File: src/rtl/mem_access_ctrl_if.sv
// mem_access_ctrl_if: request/response and memory-pin bundle for mem_access_ctrl.
//   req_valid/req_ready/req_op/req_addr/req_data : operation request handshake
//   rsp_valid/rsp_data/rsp_carry                 : one-cycle completion pulse and result
//   mem_we/mem_addr/mem_wdata/mem_rdata          : pins of the synchronous memory
// Modport slave is the controller side; modport master is the datapath + memory side.
interface mem_access_ctrl_if #(
  parameter int unsigned ADDR_W = 2,
  parameter int unsigned DATA_W = 4
);
  logic              req_valid;
  logic              req_ready;
  logic [1:0]        req_op;
  logic [ADDR_W-1:0] req_addr;
  logic [DATA_W-1:0] req_data;
  logic              rsp_valid;
  logic [DATA_W-1:0] rsp_data;
  logic              rsp_carry;
  logic              mem_we;
  logic [ADDR_W-1:0] mem_addr;
  logic [DATA_W-1:0] mem_wdata;
  logic [DATA_W-1:0] mem_rdata;

  modport slave (
    input  req_valid, req_op, req_addr, req_data, mem_rdata,
    output req_ready, rsp_valid, rsp_data, rsp_carry, mem_we, mem_addr, mem_wdata
  );

  modport master (
    output req_valid, req_op, req_addr, req_data, mem_rdata,
    input  req_ready, rsp_valid, rsp_data, rsp_carry, mem_we, mem_addr, mem_wdata
  );
endinterface

File: src/rtl/mem_access_ctrl.sv
// mem_access_ctrl: sequences single LOAD / STORE / ADD (read-modify-write) / CLEAR operations
// onto a small synchronous memory with one cycle of registered read latency.
//   clk : system clock, rising edge
//   rst : synchronous active-high reset
//   bus : mem_access_ctrl_if.slave (request port, response pulse, memory pins)
// One rsp_valid pulse per operation; the controller is back in idle on the edge that raises it.
module mem_access_ctrl #(
  parameter int unsigned ADDR_W = 2,
  parameter int unsigned DATA_W = 4
) (
  input logic              clk,
  input logic              rst,
  mem_access_ctrl_if.slave bus
);

  localparam logic [1:0] OpLoad  = 2'b00;
  localparam logic [1:0] OpStore = 2'b01;
  localparam logic [1:0] OpAdd   = 2'b10;
  localparam logic [1:0] OpClear = 2'b11;

  localparam logic [ADDR_W-1:0] CntLast = '1;

  typedef enum logic [2:0] {
    StIdle,
    StRdIssue,
    StRdWait,
    StWr,
    StClr
  } state_e;

  state_e            state_q, state_d;
  logic [1:0]        op_q, op_d;
  logic [ADDR_W-1:0] addr_q, addr_d;
  // Holds store data / ADD operand, then the wrapped sum once an ADD has read memory.
  logic [DATA_W-1:0] data_q, data_d;
  logic              carry_q, carry_d;
  logic [ADDR_W-1:0] cnt_q, cnt_d;
  logic              rsp_valid_q, rsp_valid_d;
  logic [DATA_W-1:0] rsp_data_q, rsp_data_d;
  logic              rsp_carry_q, rsp_carry_d;
  logic [DATA_W:0]   sum;

  assign sum = {1'b0, bus.mem_rdata} + {1'b0, data_q};

  always_comb begin
    state_d     = state_q;
    op_d        = op_q;
    addr_d      = addr_q;
    data_d      = data_q;
    carry_d     = carry_q;
    cnt_d       = cnt_q;
    rsp_valid_d = 1'b0;
    rsp_data_d  = rsp_data_q;
    rsp_carry_d = rsp_carry_q;

    unique case (state_q)
      StIdle: begin
        if (bus.req_valid) begin
          op_d    = bus.req_op;
          addr_d  = bus.req_addr;
          data_d  = bus.req_data;
          carry_d = 1'b0;
          cnt_d   = '0;
          unique case (bus.req_op)
            OpLoad, OpAdd: state_d = StRdIssue;
            OpStore:       state_d = StWr;
            OpClear:       state_d = StClr;
            default:       state_d = StIdle;
          endcase
        end
      end
      StRdIssue: state_d = StRdWait;
      StRdWait: begin
        if (op_q == OpAdd) begin
          data_d  = sum[DATA_W-1:0];
          carry_d = sum[DATA_W];
          state_d = StWr;
        end else begin
          rsp_valid_d = 1'b1;
          rsp_data_d  = bus.mem_rdata;
          rsp_carry_d = 1'b0;
          state_d     = StIdle;
        end
      end
      StWr: begin
        // carry_q is 0 for STORE (cleared on accept), the ADD carry otherwise.
        rsp_valid_d = 1'b1;
        rsp_data_d  = data_q;
        rsp_carry_d = carry_q;
        state_d     = StIdle;
      end
      StClr: begin
        cnt_d = cnt_q + 1'b1;
        if (cnt_q == CntLast) begin
          rsp_valid_d = 1'b1;
          rsp_data_d  = '0;
          rsp_carry_d = 1'b0;
          state_d     = StIdle;
        end
      end
      default: state_d = StIdle;
    endcase
  end

  always_ff @(posedge clk) begin
    if (rst) begin
      state_q     <= StIdle;
      op_q        <= 2'b00;
      addr_q      <= '0;
      data_q      <= '0;
      carry_q     <= 1'b0;
      cnt_q       <= '0;
      rsp_valid_q <= 1'b0;
      rsp_data_q  <= '0;
      rsp_carry_q <= 1'b0;
    end else begin
      state_q     <= state_d;
      op_q        <= op_d;
      addr_q      <= addr_d;
      data_q      <= data_d;
      carry_q     <= carry_d;
      cnt_q       <= cnt_d;
      rsp_valid_q <= rsp_valid_d;
      rsp_data_q  <= rsp_data_d;
      rsp_carry_q <= rsp_carry_d;
    end
  end

  assign bus.req_ready = (state_q == StIdle);
  assign bus.rsp_valid = rsp_valid_q;
  assign bus.rsp_data  = rsp_data_q;
  assign bus.rsp_carry = rsp_carry_q;

  // Memory pins depend only on state and latched fields; rst blocks a write on its own edge.
  assign bus.mem_we    = ~rst & ((state_q == StWr) | (state_q == StClr));
  assign bus.mem_addr  = (state_q == StClr) ? cnt_q : addr_q;
  assign bus.mem_wdata = (state_q == StClr) ? '0 : data_q;

endmodule

File: src/flat_wrapper.sv
// flat-port wrapper written by rule: the top's interface ports become plain ports
module mem_access_ctrl_flat 
#(
  parameter int unsigned ADDR_W = 2,
  parameter int unsigned DATA_W = 4
)
  (clk, rst, bus_req_valid, bus_req_op, bus_req_addr, bus_req_data, bus_mem_rdata, bus_req_ready, bus_rsp_valid, bus_rsp_data, bus_rsp_carry, bus_mem_we, bus_mem_addr, bus_mem_wdata);
  mem_access_ctrl_if #(.ADDR_W(ADDR_W), .DATA_W(DATA_W)) bus_i ();
  input logic clk;
  input logic rst;
  input wire logic [$bits(bus_i.req_valid)-1:0] bus_req_valid;
  input wire logic [$bits(bus_i.req_op)-1:0] bus_req_op;
  input wire logic [$bits(bus_i.req_addr)-1:0] bus_req_addr;
  input wire logic [$bits(bus_i.req_data)-1:0] bus_req_data;
  input wire logic [$bits(bus_i.mem_rdata)-1:0] bus_mem_rdata;
  output wire logic [$bits(bus_i.req_ready)-1:0] bus_req_ready;
  output wire logic [$bits(bus_i.rsp_valid)-1:0] bus_rsp_valid;
  output wire logic [$bits(bus_i.rsp_data)-1:0] bus_rsp_data;
  output wire logic [$bits(bus_i.rsp_carry)-1:0] bus_rsp_carry;
  output wire logic [$bits(bus_i.mem_we)-1:0] bus_mem_we;
  output wire logic [$bits(bus_i.mem_addr)-1:0] bus_mem_addr;
  output wire logic [$bits(bus_i.mem_wdata)-1:0] bus_mem_wdata;
  assign bus_i.req_valid = bus_req_valid;
  assign bus_i.req_op = bus_req_op;
  assign bus_i.req_addr = bus_req_addr;
  assign bus_i.req_data = bus_req_data;
  assign bus_i.mem_rdata = bus_mem_rdata;
  assign bus_req_ready = bus_i.req_ready;
  assign bus_rsp_valid = bus_i.rsp_valid;
  assign bus_rsp_data = bus_i.rsp_data;
  assign bus_rsp_carry = bus_i.rsp_carry;
  assign bus_mem_we = bus_i.mem_we;
  assign bus_mem_addr = bus_i.mem_addr;
  assign bus_mem_wdata = bus_i.mem_wdata;
  mem_access_ctrl #(.ADDR_W(ADDR_W), .DATA_W(DATA_W)) u_core (.clk(clk), .rst(rst), .bus(bus_i));
endmodule
File: config.mk
export PLATFORM = sky130hd
export DESIGN_NAME = mem_access_ctrl_flat
export DESIGN_NICKNAME = d
export VERILOG_FILES = /design/src/rtl/mem_access_ctrl_if.sv /design/src/rtl/mem_access_ctrl.sv /design/src/flat_wrapper.sv
export SDC_FILE = /design/constraint.sdc
export NUM_CORES = 1
export LEC_CHECK = 0
export ABC_AREA = 1
export CORE_ASPECT_RATIO = 0.6
export CORE_MARGIN = 5
export CORE_UTILIZATION = 50
export CTS_BUF_LIST = sky130_fd_sc_hd__clkbuf_4 sky130_fd_sc_hd__clkbuf_8
export CTS_CLUSTER_DIAMETER = 50
export DETAILED_ROUTE_END_ITERATION = 7
export PLACE_DENSITY = 0.78
export SLEW_MARGIN = 20
export SYNTH_ARGS = -nofsm -noshare
export SYNTH_HDL_FRONTEND = slang
export SYNTH_SLANG_ARGS = --single-unit
File: constraint.sdc
create_clock -name clk -period 1.76 [get_ports clk]
set_clock_uncertainty 0.05 [all_clocks]
set_input_delay 0.264 -clock clk [delete_from_list [all_inputs] [get_ports clk]]
set_output_delay 0.264 -clock clk [all_outputs]
set_load 0.02 [all_outputs]
==> results of run 1 <==
critical path, stage by stage, from the launching register on:
cell and delay (ns):
dfxtp_1 0.33, nor2_2 0.14, nand2_1 0.09, buf_4 0.17
a21oi_1 0.13, clkdlybuf4s15_2 0.27
layer usage:
metal  GRT usage  vias up  routed length (um)
li1            -      600                   -
met1       0.245      544                1410
met2       0.333       33                1360
met3      0.0523        4                 182
met4      0.0599        0                  29
met5           0        -                   0
cells by family (layout without fill, tap and decap cells):
logic type               after synthesis  count (layout)  synth area share
AO/OA/AOI/OAI                         39              39             0.183
XOR/XNOR                               1               1           0.00793
adder cells (fa/ha/maj)                6               6            0.0747
buffers and inverters                 28              66            0.0985
flip-flops                            20              20             0.362
AND/OR/NAND/NOR                       65              65             0.273
sequential cells by signal, indices dropped and copies added (netlist names), 2 cells and up:
signal and cells:
u_core.data_q 4, u_core.cnt_q 2, u_core.bus.rsp_data 4, u_core.addr_q 2, u_core.state_q 3, u_core.op_q 2
through the flow:
stage | hold WS [ns] | power [uW]
final | 0.404 | 1520
after global routing | 0.439 | 1610
after CTS | 0.408 | 1520
after detailed placement | 0.397 | 1080
after global placement | 0.395 | 1060
after floorplan | 0.349 | 867
worst min-delay path by stage:
stage	cells after the start	slack, ns	end	startpoint
2_1_floorplan	2	0.35	u_core.op_q[1]	bus_req_op[1]
3_3_place_gp	2	0.40	u_core.addr_q[1]	u_core.addr_q[1]
3_5_place_dp	2	0.40	u_core.addr_q[0]	u_core.addr_q[0]
4_1_cts	2	0.41	u_core.addr_q[0]	u_core.addr_q[0]
5_1_grt	2	0.44	u_core.addr_q[0]	u_core.addr_q[0]
6_report	2	0.40	u_core.addr_q[0]	u_core.addr_q[0]
layout make-up:
| class | count | area [um^2] |
|---|---|---|
| multi-input cells | 111 | 601 |
| flip-flops and latches | 20 | 400 |
| clock buffers | 3 | 41.3 |
| well taps | 30 | 37.5 |
| clock inverters | 1 | 30.0 |
| fillers | 171 | 594 |
| repair buffers | 37 | 333 |
| inverters | 25 | 93.8 |
layout by cell type, fill, tap and decap left out:
master / count
clkbuf_8: 3
o21ai_0: 18
inv_2: 4
nand2_1: 21
nand3_2: 4
nand2_2: 1
buf_4: 9
clkbuf_2: 1
clkdlybuf4s15_2: 1
xnor2_1: 1
nand4_1: 1
nor3_1: 5
dlygate4sd2_1: 5
o21ai_2: 1
dfxtp_1: 20
fa_2: 1
a21oi_1: 15
o211ai_1: 1
nor2_1: 18
o21ai_1: 3
clkdlybuf4s50_1: 20
nor2_2: 4
a31oi_1: 1
ha_1: 5
bufinv_16: 1
inv_1: 21
nand3_1: 11
buf_2: 1
power groups by stage:
stage                     combinational (uW)  clock [uW]  sequential (uW)
final                                    518         456              543
after detailed placement                 530           0              552
after floorplan                          303           0              564
after global placement                   513           0              550
after CTS                                514         460              542
after global routing                     571         487              550
==> qor.yml, run 1 <==
cp_data_required_time_ns: 1.45
internal_power_uw: 1030
wirelength_um: 2980
worstSetupPathType: "flip-flop to output pin"
worstPathArrival_ns: 1.39
yosysTopAreaCell: "dfxtp_1"
num_vias: 1181
syn_area_mm2: 0.00110
worst_pin_slew_ns: 0.352
fin_cells: 227
clk_pin_slew_ns: 0.07
power_leakage_uw: 0.000695
r2r-end: "u_core.bus.rsp_data[2]"
grt_pass1_vias: 1116
drtPass1Iterations: 4
fmax_mhz: 586
pwr-share-seq: 0.358
status: "complete, no violations"
synth.top_cell.area_share: 0.362
ys_seq_elements: 20
dp_cells: 223
rsz0062_at_grt: "no"
period_needed_ns: 1.71
grt_usage: 0.195
yosys-top-cells-count: "inv_1 (21), nand2_1 (21), dfxtp_1 (20), nor2_1 (19), o21ai_0 (19)"
crit_start: "u_core.state_q[1]"
cts.path.max_buffers: 2
p_sw_frac: 0.324
via_per_inst: 5.20
rr_worst_depth: 8
numClockSinks: 20
setup_slack_ns: 0.0532
syn_inst: 159
cts_tree: "done"
postRouteAntennaNets: 0
ys.flop_type: "dfxtp_1"
yosys_warnings: 0
num_io_pins: 29
start_util: 0.518
place.gp.congestion: 0.848
worstSetupEndpointType: "output pin"
postSynthAreaPerCell_um2: 6.95
die-area_mm2: 0.00328
post-dp-hpwl_um: 2330
peakVddDrop_mv: 0.547
maxSlewHeadroom: 0.765
die_h_um: 46.4
overflow: 0
htreeDepth: 1
cap_violations: 0
r2r_slack_ns: 0.09
antenna_found_initial: 0
dp_slack_ns: -0.232
clockPowerShare: 0.301
insertion_delay_ns: 0.26
place_area_mm2: 0.00148
dr.first_iter.drc_count: 76
diodes: 0
setup.worst_path.end: "bus_mem_addr[0]"
hold_violations: 0
finalCritPeriodShare: 0.970
wl_per_cell_um: 13.1
r2r-start: "u_core.state_q[1]"
maxSlewViolCount: 0
grt_max_degree: 13
final_util: 0.721
combinationalPowerShare: 0.341
ys_top_cells_by_area: "dfxtp_1 (36%), o21ai_0 (8.6%), inv_1 (7.1%)"
p_sw_uw: 492
fin_setup_tns_ns: 0
nNetsFinal: 219
worst-path-max-fanout: 6
dieWidth_um: 70.7
synthDistinctLibCells: 22
setup_viol_count_final: 0
power_density_mw_per_mm2: 987
rows: 13
synthArstFlopShare: 0
final_area_mm2: 0.00154
cp-start-kind: "flip-flop"
cts_hold_buf: 0
ys_seq_area_frac: 0.362
synthesis.nets: 180
areaGrowthSynthToFinish_pct: 39.1
cts_setup_buffers: 0
root_buffer: "clkbuf_8"
drive_above_1_share: 0.157
port-buffer-count: 28
cts_made_buffers: 3
cts_resized: 13
hold_path.class: "flip-flop to flip-flop"
synth_edf_count: 0
grt_pass1_wl_um: 4950
remaining_drc_errors: 0
core_mm2: 0.00213
Note: power is estimated with default switching activity, not from simulation.
==> run 2: changes to the inputs <==
SETUP_SLACK_MARGIN = 0.2   (was unset)
==> run 2 against run 1 <==
First-iteration DRC count rose by 99%. Flip-flop and latch count did not move. Worst hold slack improved by 0.015 ns. Largest cell class unchanged. Largest power group is now combinational cells.
==> qor.yml, run 2 (same netlist as run 1, synthesis figures left out) <==
slowest_stage: "dfxtp_2"  # was dfxtp_1
dieWidth_um: 70.7  # unchanged
dr.first_iter.drc_count: 151  # was 76
worstSetupPathType: "flip-flop to output pin"  # unchanged
postRouteAntennaNets: 0  # unchanged
rsz0062_at_grt: "yes"  # was no
overflow: 0  # unchanged
root_buffer: "clkbuf_8"  # unchanged
hold_violations: 0  # unchanged
maxSlewHeadroom: 0.768  # was 0.765
cp-start-kind: "flip-flop"  # unchanged
num_io_pins: 29  # unchanged
setup_viol_count_final: 0  # unchanged
met1_usage: 0.231  # was 0.245
worstPathCellList: "nor2_4 > nand2_4 > buf_6 > nor2_4 > a21oi_2 > buf_6"  # was nor2_2 > nand2_1 > buf_4 > a21oi_1 > clkdlybuf4s15_2
areaGrowthSynthToFinish_pct: 49.9  # was 39.1%
worst_pin_slew_ns: 0.348  # was 0.352 ns
insertion_delay_ns: 0.25  # was 0.26 ns
cts_hold_buf: 0  # unchanged
power_leakage_uw: 0.000759  # was 0.000695 uW
diodes: 0  # unchanged
drtPass1Iterations: 5  # was 4
gr-max-usage-layer: "met2"  # unchanged
setup_slack_ns: 0.197  # was 0.0532 ns
cts_tree: "done"  # unchanged
hold_path.class: "flip-flop to flip-flop"  # unchanged
grt_max_degree: 13  # unchanged
grt_pass1_wl_um: 5120  # was 4950 um
crit_start: "u_core.state_q[1]"  # unchanged
post-dp-hpwl_um: 2440  # was 2330 um
htreeDepth: 1  # unchanged
grt_pass1_vias: 1202  # was 1,116
grt_usage: 0.198  # was 0.195
use_met3: 0.0632  # was 0.0523
drive_above_1_share: 0.246  # was 0.157
finalCritPeriodShare: 0.888  # was 0.970
place.gp.congestion: 0.885  # was 0.848
cp_data_required_time_ns: 1.45  # about the same
wirelength_um: 3310  # was 2980 um
rows: 13  # unchanged
worst-path-max-fanout: 6  # unchanged
remaining_drc_errors: 0  # unchanged
wl_per_cell_um: 14.2  # was 13.1 um
maxSlewViolCount: 0  # unchanged
nNetsFinal: 225  # was 219
final_util: 0.777  # was 0.721
fmax_mhz: 640  # was 586 MHz
die_h_um: 46.4  # unchanged
via_per_inst: 5.29  # was 5.20
peakVddDrop_mv: 0.541  # was 0.547 mV
use_met2: 0.352  # was 0.333
port-buffer-count: 28  # unchanged
dp_slack_ns: -0.233  # was -0.232 ns
core_mm2: 0.00213  # unchanged
status: "complete, no violations"  # unchanged
final_common_cell: "inv_1"
power_density_mw_per_mm2: 965  # was 987 mW/mm^2
start_util: 0.518  # unchanged
die-area_mm2: 0.00328  # unchanged
num_vias: 1232  # was 1,181
worstPathArrival_ns: 1.25  # was 1.39 ns
cts_made_buffers: 3  # unchanged
final_cell_mix: "inv_1 (21), nand2_1 (19), nor2_1 (18), dfxtp_1 (18), clkdlybuf4s50_1 (17)"  # was inv_1 (21), nand2_1 (21), clkdlybuf4s50_1 (20), dfxtp_1 (20)
cap_violations: 0  # unchanged
numClockSinks: 20  # unchanged
hp-start: "u_core.bus.rsp_carry"  # was u_core.addr_q[0]
clk_pin_slew_ns: 0.07  # about the same
period_needed_ns: 1.56  # was 1.71 ns
antenna_found_initial: 0  # unchanged
worstSetupEndpointType: "output pin"  # unchanged
cts.path.max_buffers: 2  # unchanged
cpPeakStageDelay_ns: 0.34  # was 0.33 ns
r2r-start: "u_core.data_q[0]"  # was u_core.state_q[1]
[run 2: report_power, final]
| group | internal (uW) | leakage, uW | switching, uW |
|---|---|---|---|
| clock network | 303 | 0.0000357 | 151 |
| logic | 251 | 0.000559 | 340 |
| registers | 510 | 0.000165 | 43.5 |
| total | 1060 | 0.000759 | 535 |
[run 2: cell type report]
cell class              instances  area (um^2)
inverters                      25         98.8
multi-input cells             111          668
flip-flops and latches         20          403
well taps                      30         37.5
repair buffers                 43          378
fillers                       142          474
clock buffers                   3         41.3
clock inverters                 1         30.0
[run 2: final timing paths]
check / end / slack (ns) / depth (start not counted)
max reg2reg: u_core.data_q[2] / 0.27 / 6
min reg2reg: u_core.bus.rsp_carry / 0.42 / 2
max: bus_mem_addr[0] / 0.20 / 6
min: u_core.bus.rsp_carry / 0.42 / 2
[run 2: timing repair]
| action | 4_1_cts | 5_1_grt |
|---|---|---|
| pin swaps | 4 | 3 |
| endpoints found under the setup margin | 12 | 16 |
| gates resized for setup | 42 | 18 |
| buffers inserted | 2 | 1 |
[run 2: metrics by stage]
step	std cells	total power [uW]	instance area [um^2]	setup TNS, ns	hold slack, ns
3_3_place_gp	226	1070	1500	-0.644	0.398
2_1_floorplan	159	868	1100	0	0.349
6_report	233	1600	1660	0	0.419
3_5_place_dp	226	1100	1500	-0.783	0.407
5_1_grt	233	1680	1660	0	0.448
4_1_cts	232	1560	1600	0	0.418
[run 2: metal layers]
metal  vias to the layer above  routed length, um
met5                         -                  0
met3                         7                264
met4                         0                 30
met1                       559               1440
li1                        615                  -
met2                        51               1570
[run 2: worst max-delay path, delay by kind of cell (launching register included)]
kind / cells / cell delay, ns
buffers and inverters: 2 / 0.27
AOI/OAI and AO/OA: 1 / 0.04
DFF: 1 / 0.34
and+or+nand+nor: 3 / 0.33
==> run 3: changes to the inputs <==
GPL_TIMING_DRIVEN = 0   (was unset)
==> run 3 against run 2 <==
Clock-buffer cell count unchanged. Sequential power up 1%. Combinational power up 0.8%. Utilization up 0.53 points. Non-clock buffer count down 5. Flip-flop and latch count unchanged.
==> qor.yml, run 3 (same netlist as run 1, synthesis figures left out) <==
areaGrowthSynthToFinish_pct: 51.0  # was 49.9%
grt_usage: 0.205  # was 0.198
power_density_mw_per_mm2: 972  # was 965 mW/mm^2
hold_violations: 0  # unchanged
port-buffer-count: 27  # was 28
dieWidth_um: 70.7  # unchanged
cts_tree: "done"  # unchanged
use_met3: 0.0545  # was 0.0632
grt_pass1_vias: 1177  # was 1,202
final_common_cell: "inv_1"  # unchanged
worst-path-max-fanout: 7  # was 6
cts_made_buffers: 3  # unchanged
core_mm2: 0.00213  # unchanged
final_cell_mix: "inv_1 (21), nand2_1 (19), nor2_1 (17), dfxtp_1 (17), o21ai_0 (16)"  # was inv_1 (21), nand2_1 (19), nor2_1 (18), dfxtp_1 (18), clkdlybuf4s50_1 (17)
cts.path.max_buffers: 2  # unchanged
rows: 13  # unchanged
setup_slack_ns: 0.0781  # was 0.197 ns
wl_per_cell_um: 15.5  # was 14.2 um
p_sw_frac: 0.341  # was 0.334
gr-max-usage-layer: "met2"  # unchanged
cp_data_required_time_ns: 1.45  # about the same
die-area_mm2: 0.00328  # unchanged
root_buffer: "clkbuf_8"  # unchanged
diodes: 0  # unchanged
status: "complete, no violations"  # unchanged
dp_slack_ns: -0.304  # was -0.233 ns
cp-start-kind: "flip-flop"  # unchanged
p_sw_uw: 552  # was 535 uW
num_io_pins: 29  # unchanged
worstSetupEndpointType: "output pin"  # unchanged
hold_ws_ns: 0.372  # was 0.419 ns
fmax_mhz: 595  # was 640 MHz
use_met2: 0.378  # was 0.352
clk_pin_slew_ns: 0.08  # was 0.07 ns
period_needed_ns: 1.68  # was 1.56 ns
start_util: 0.518  # unchanged
cap_violations: 0  # unchanged
nNetsFinal: 220  # was 225
dr.first_iter.drc_count: 104  # was 151
post-dp-hpwl_um: 2210  # was 2440 um
die_h_um: 46.4  # unchanged
rsz0062_at_grt: "yes"  # unchanged
peakVddDrop_mv: 0.859  # was 0.541 mV
combinationalPowerShare: 0.368  # was 0.370
power_leakage_uw: 0.000767  # was 0.000759 uW
overflow: 0  # unchanged
remaining_drc_errors: 0  # unchanged
fin_setup_tns_ns: 0  # unchanged
internal_power_uw: 1070  # was 1060 uW
cts_hold_buf: 0  # unchanged
maxSlewViolCount: 0  # unchanged
grt_pass1_wl_um: 5170  # was 5120 um
numClockSinks: 20  # unchanged
worstSetupPathType: "flip-flop to output pin"  # unchanged
final_area_mm2: 0.00167  # was 0.00166 mm^2
finalCritPeriodShare: 0.956  # was 0.888
worst_pin_slew_ns: 0.521  # was 0.348 ns
postRouteAntennaNets: 0  # unchanged
pwr-share-seq: 0.345  # was 0.346
place.gp.congestion: 0.895  # was 0.885
grt_max_degree: 13  # unchanged
antenna_found_initial: 0  # unchanged
htreeDepth: 1  # unchanged
setup_viol_count_final: 0  # unchanged
num_vias: 1259  # was 1,232
clockPowerShare: 0.287  # was 0.284
worstPathArrival_ns: 1.37  # was 1.25 ns
wirelength_um: 3530  # was 3310 um
drtPass1Iterations: 4  # was 5
place_area_mm2: 0.00141  # was 0.00150 mm^2
drive_above_1_share: 0.237  # was 0.246
met1_usage: 0.236  # was 0.231
via_per_inst: 5.52  # was 5.29
insertion_delay_ns: 0.26  # was 0.25 ns
maxSlewHeadroom: 0.652  # was 0.768
hold_path.class: "input pin to flip-flop"  # was flip-flop to flip-flop
run 3: final timing paths:
path	startpoint	endpoint	slack, ns	cells past startpoint
setup / recovery	u_core.state_q[1]	bus_mem_wdata[3]	0.08	6
setup reg to reg	u_core.state_q[1]	u_core.bus.rsp_data[3]	0.24	8
hold reg to reg	u_core.bus.rsp_carry	u_core.bus.rsp_carry	0.42	2
hold / removal	rst	u_core.bus.rsp_valid	0.37	2
run 3: repair_timing:
action	in CTS	in global routing
pin swaps	4	2
buffers inserted	1	6
resized for setup	43	34
cloned	0	1
setup endpoints to repair	11	14
run 3: final cells by class:
| type | count | area [um^2] |
|---|---|---|
| buffer | 3 | 22.5 |
| sequential | 20 | 409 |
| tap | 30 | 37.5 |
| timing repair buffer | 35 | 339 |
| multi-input combinational | 111 | 679 |
| fill | 128 | 463 |
| clock inverter | 1 | 30.0 |
| clock buffer | 3 | 41.3 |
| inverter | 25 | 109 |
run 3: metrics by stage:
step	util	std cells	total power [uW]
final	0.783	228	1620
after detailed placement	0.663	216	1060
after floorplan	-	159	868
after global placement	0.663	216	1040
after global routing	0.783	228	1700
after CTS	0.702	221	1500
run 3: critical path, stage by stage (launching register included):
cell	delay, ns
dfxtp_4	0.39
nor2_4	0.06
nand2_4	0.07
buf_8	0.14
clkinv_8	0.08
nor2_1	0.15
buf_2	0.21
run 3: per-layer routing:
| layer | vias to the layer above | part of all wire |
|---|---|---|
| met3 | 18 | 0.057 |
| met1 | 587 | 0.42 |
| met2 | 52 | 0.48 |
| li1 | 602 | - |
| met5 | - | 0 |
| met4 | 0 | 0.041 |
run 3: power groups by stage:
stage	Sequential, uW	Combinational [uW]	Clock [uW]
detailed placement	558	499	0
CTS	553	492	459
global placement	555	484	0
finish	560	596	466
global route	566	655	482
floorplan	564	304	0
==> edit: new RTL, settings of run 2 <==
`DATA_W` is set to 4 in 3 places; all go to 3.
--- a/src/rtl/mem_access_ctrl_if.sv
+++ b/src/rtl/mem_access_ctrl_if.sv
@@ -6,5 +6,5 @@
 interface mem_access_ctrl_if #(
   parameter int unsigned ADDR_W = 2,
-  parameter int unsigned DATA_W = 4
+  parameter int unsigned DATA_W = 3
 );
   logic              req_valid;
--- a/src/rtl/mem_access_ctrl.sv
+++ b/src/rtl/mem_access_ctrl.sv
@@ -7,5 +7,5 @@
 module mem_access_ctrl #(
   parameter int unsigned ADDR_W = 2,
-  parameter int unsigned DATA_W = 4
+  parameter int unsigned DATA_W = 3
 ) (
   input logic              clk,
--- a/src/flat_wrapper.sv
+++ b/src/flat_wrapper.sv
@@ -3,5 +3,5 @@
 #(
   parameter int unsigned ADDR_W = 2,
-  parameter int unsigned DATA_W = 4
+  parameter int unsigned DATA_W = 3
 )
   (clk, rst, bus_req_valid, bus_req_op, bus_req_addr, bus_req_data, bus_mem_rdata, bus_req_ready, bus_rsp_valid, bus_rsp_data, bus_rsp_carry, bus_mem_we, bus_mem_addr, bus_mem_wdata);
Interface: changed (resized bus_mem_rdata, bus_mem_wdata, bus_req_data and bus_rsp_data); port bits go from 29 to 25. The function was not compared with the original's and may differ.
==> edit against run 2 <==
- via count down 4.1%
- routed wire length down 6.3%
- total power down 23%
- worst setup slack worse by 110 ps
- synthesized area down 4.3%
- non-clock buffer count down 5
- final area down 9.8%
- sequential cell count down 2
- critical path type unchanged
==> edit: results (changes against run 2) <==
* Status: finished, final reports clean
* Crit Path Max Fanout at 4 (-2)
* Logic power comb at 0.478 mW (-19%)
* Vias in the first global route at 1079 (-10%)
* Clk cell area share at 0.02429 (-0.01876)
* Dpl ws at -150.5 ps (+82.40 ps)
* Root buffer cell: clkbuf_4
* Clkbuf count at 4 (+1)
* Ratio of cells with drive above 1 in the final layout at 0.2212 (-0.02515)
* Slew @ Worst Pin at 304.4 ps (-43.87 ps)
* Switch Pwr at 0.4506 mW (-16%)
* Post-DP HPWL at 2254 um (-7.8%)
* Net Count, Synth at 186 (+3.3%)
* WL final at 3096 um (-6.3%)
* Area share of fa/ha/maj cells after synthesis at 0.06627 (-0.008473)
* Cell family with most CP delay: simple AND/OR/NAND/NOR gates
* Register area at 367.9 um^2 (-8.7%)
* Post-CTS resize count at 43 (+2.4%)
* Global Route Usage Sum at 0.2006 (+0.002673)
* Post-synth top cells: 44 x nand2_1, 26 x nor2_1, 25 x inv_1, 20 x nand3_1, 18 x dfxtp_1
* DRT iter0 DRCs at 120 (-21%)
* Compound-Gate Fraction of Synth Area at 0.07811 (-0.1054)
* Clock sink count at 18 (-10%)
* Clk slew on worst S/H paths at 120 ps (+50 ps)
* Met1 usage at 0.2529 (+0.02176)
* Vias after detailed routing at 1182 (-4.1%)
* Synth area leaders: dfxtp_1 34%, nand2_1 16%, nand3_1 9.5%, nor2_1 9.2%, inv_1 8.9%
* Core Footprint at 1922 um^2 (-9.8%)
* Static Leakage at 0.7810 nW (+2.8%)
* Plain + repair buffers at 38 (-12%)
* WP data arrival at 1360 ps (+110 ps)
* Met3 WL at 243 um (-8.0%)
* Postcts setup bufs at 3 (+1)
* Maximum VDD drop at 0.5699 mV (+5.4%)
* # fillers at 158 (+11%)
* Clock power share at 0.216 (-0.068)
* Post-Synthesis Cells at 168 (+5.7%)
==> edit: changes by cell type after synthesis, moves of 3 or more <==
cell	change
a21oi_1	-6
nor2_1	+7
nand2_2	+3
inv_1	+4
o21ai_0	-13
nand3_1	+9
nor3_1	-5
nor2_2	-3
nand3_2	-3
nand2_1	+23
==> edit: path summary, 6_finish.rpt <==
path | start | endpoint | slack, ps | cells past startpoint
worst max-delay path | u_core.state_q[1]$_SDFFE_PP0P_ | bus_mem_addr[0] | 80 | 5
worst min-delay path | u_core.addr_q[1]$_SDFFE_PP0P_ | u_core.addr_q[1]$_SDFFE_PP0P_ | 410 | 2
worst max register to register | u_core.data_q[0]$_SDFFE_PP0P_ | u_core.data_q[1]$_SDFFE_PP0P_ | 270 | 8
worst min register to register | u_core.addr_q[1]$_SDFFE_PP0P_ | u_core.addr_q[1]$_SDFFE_PP0P_ | 410 | 2
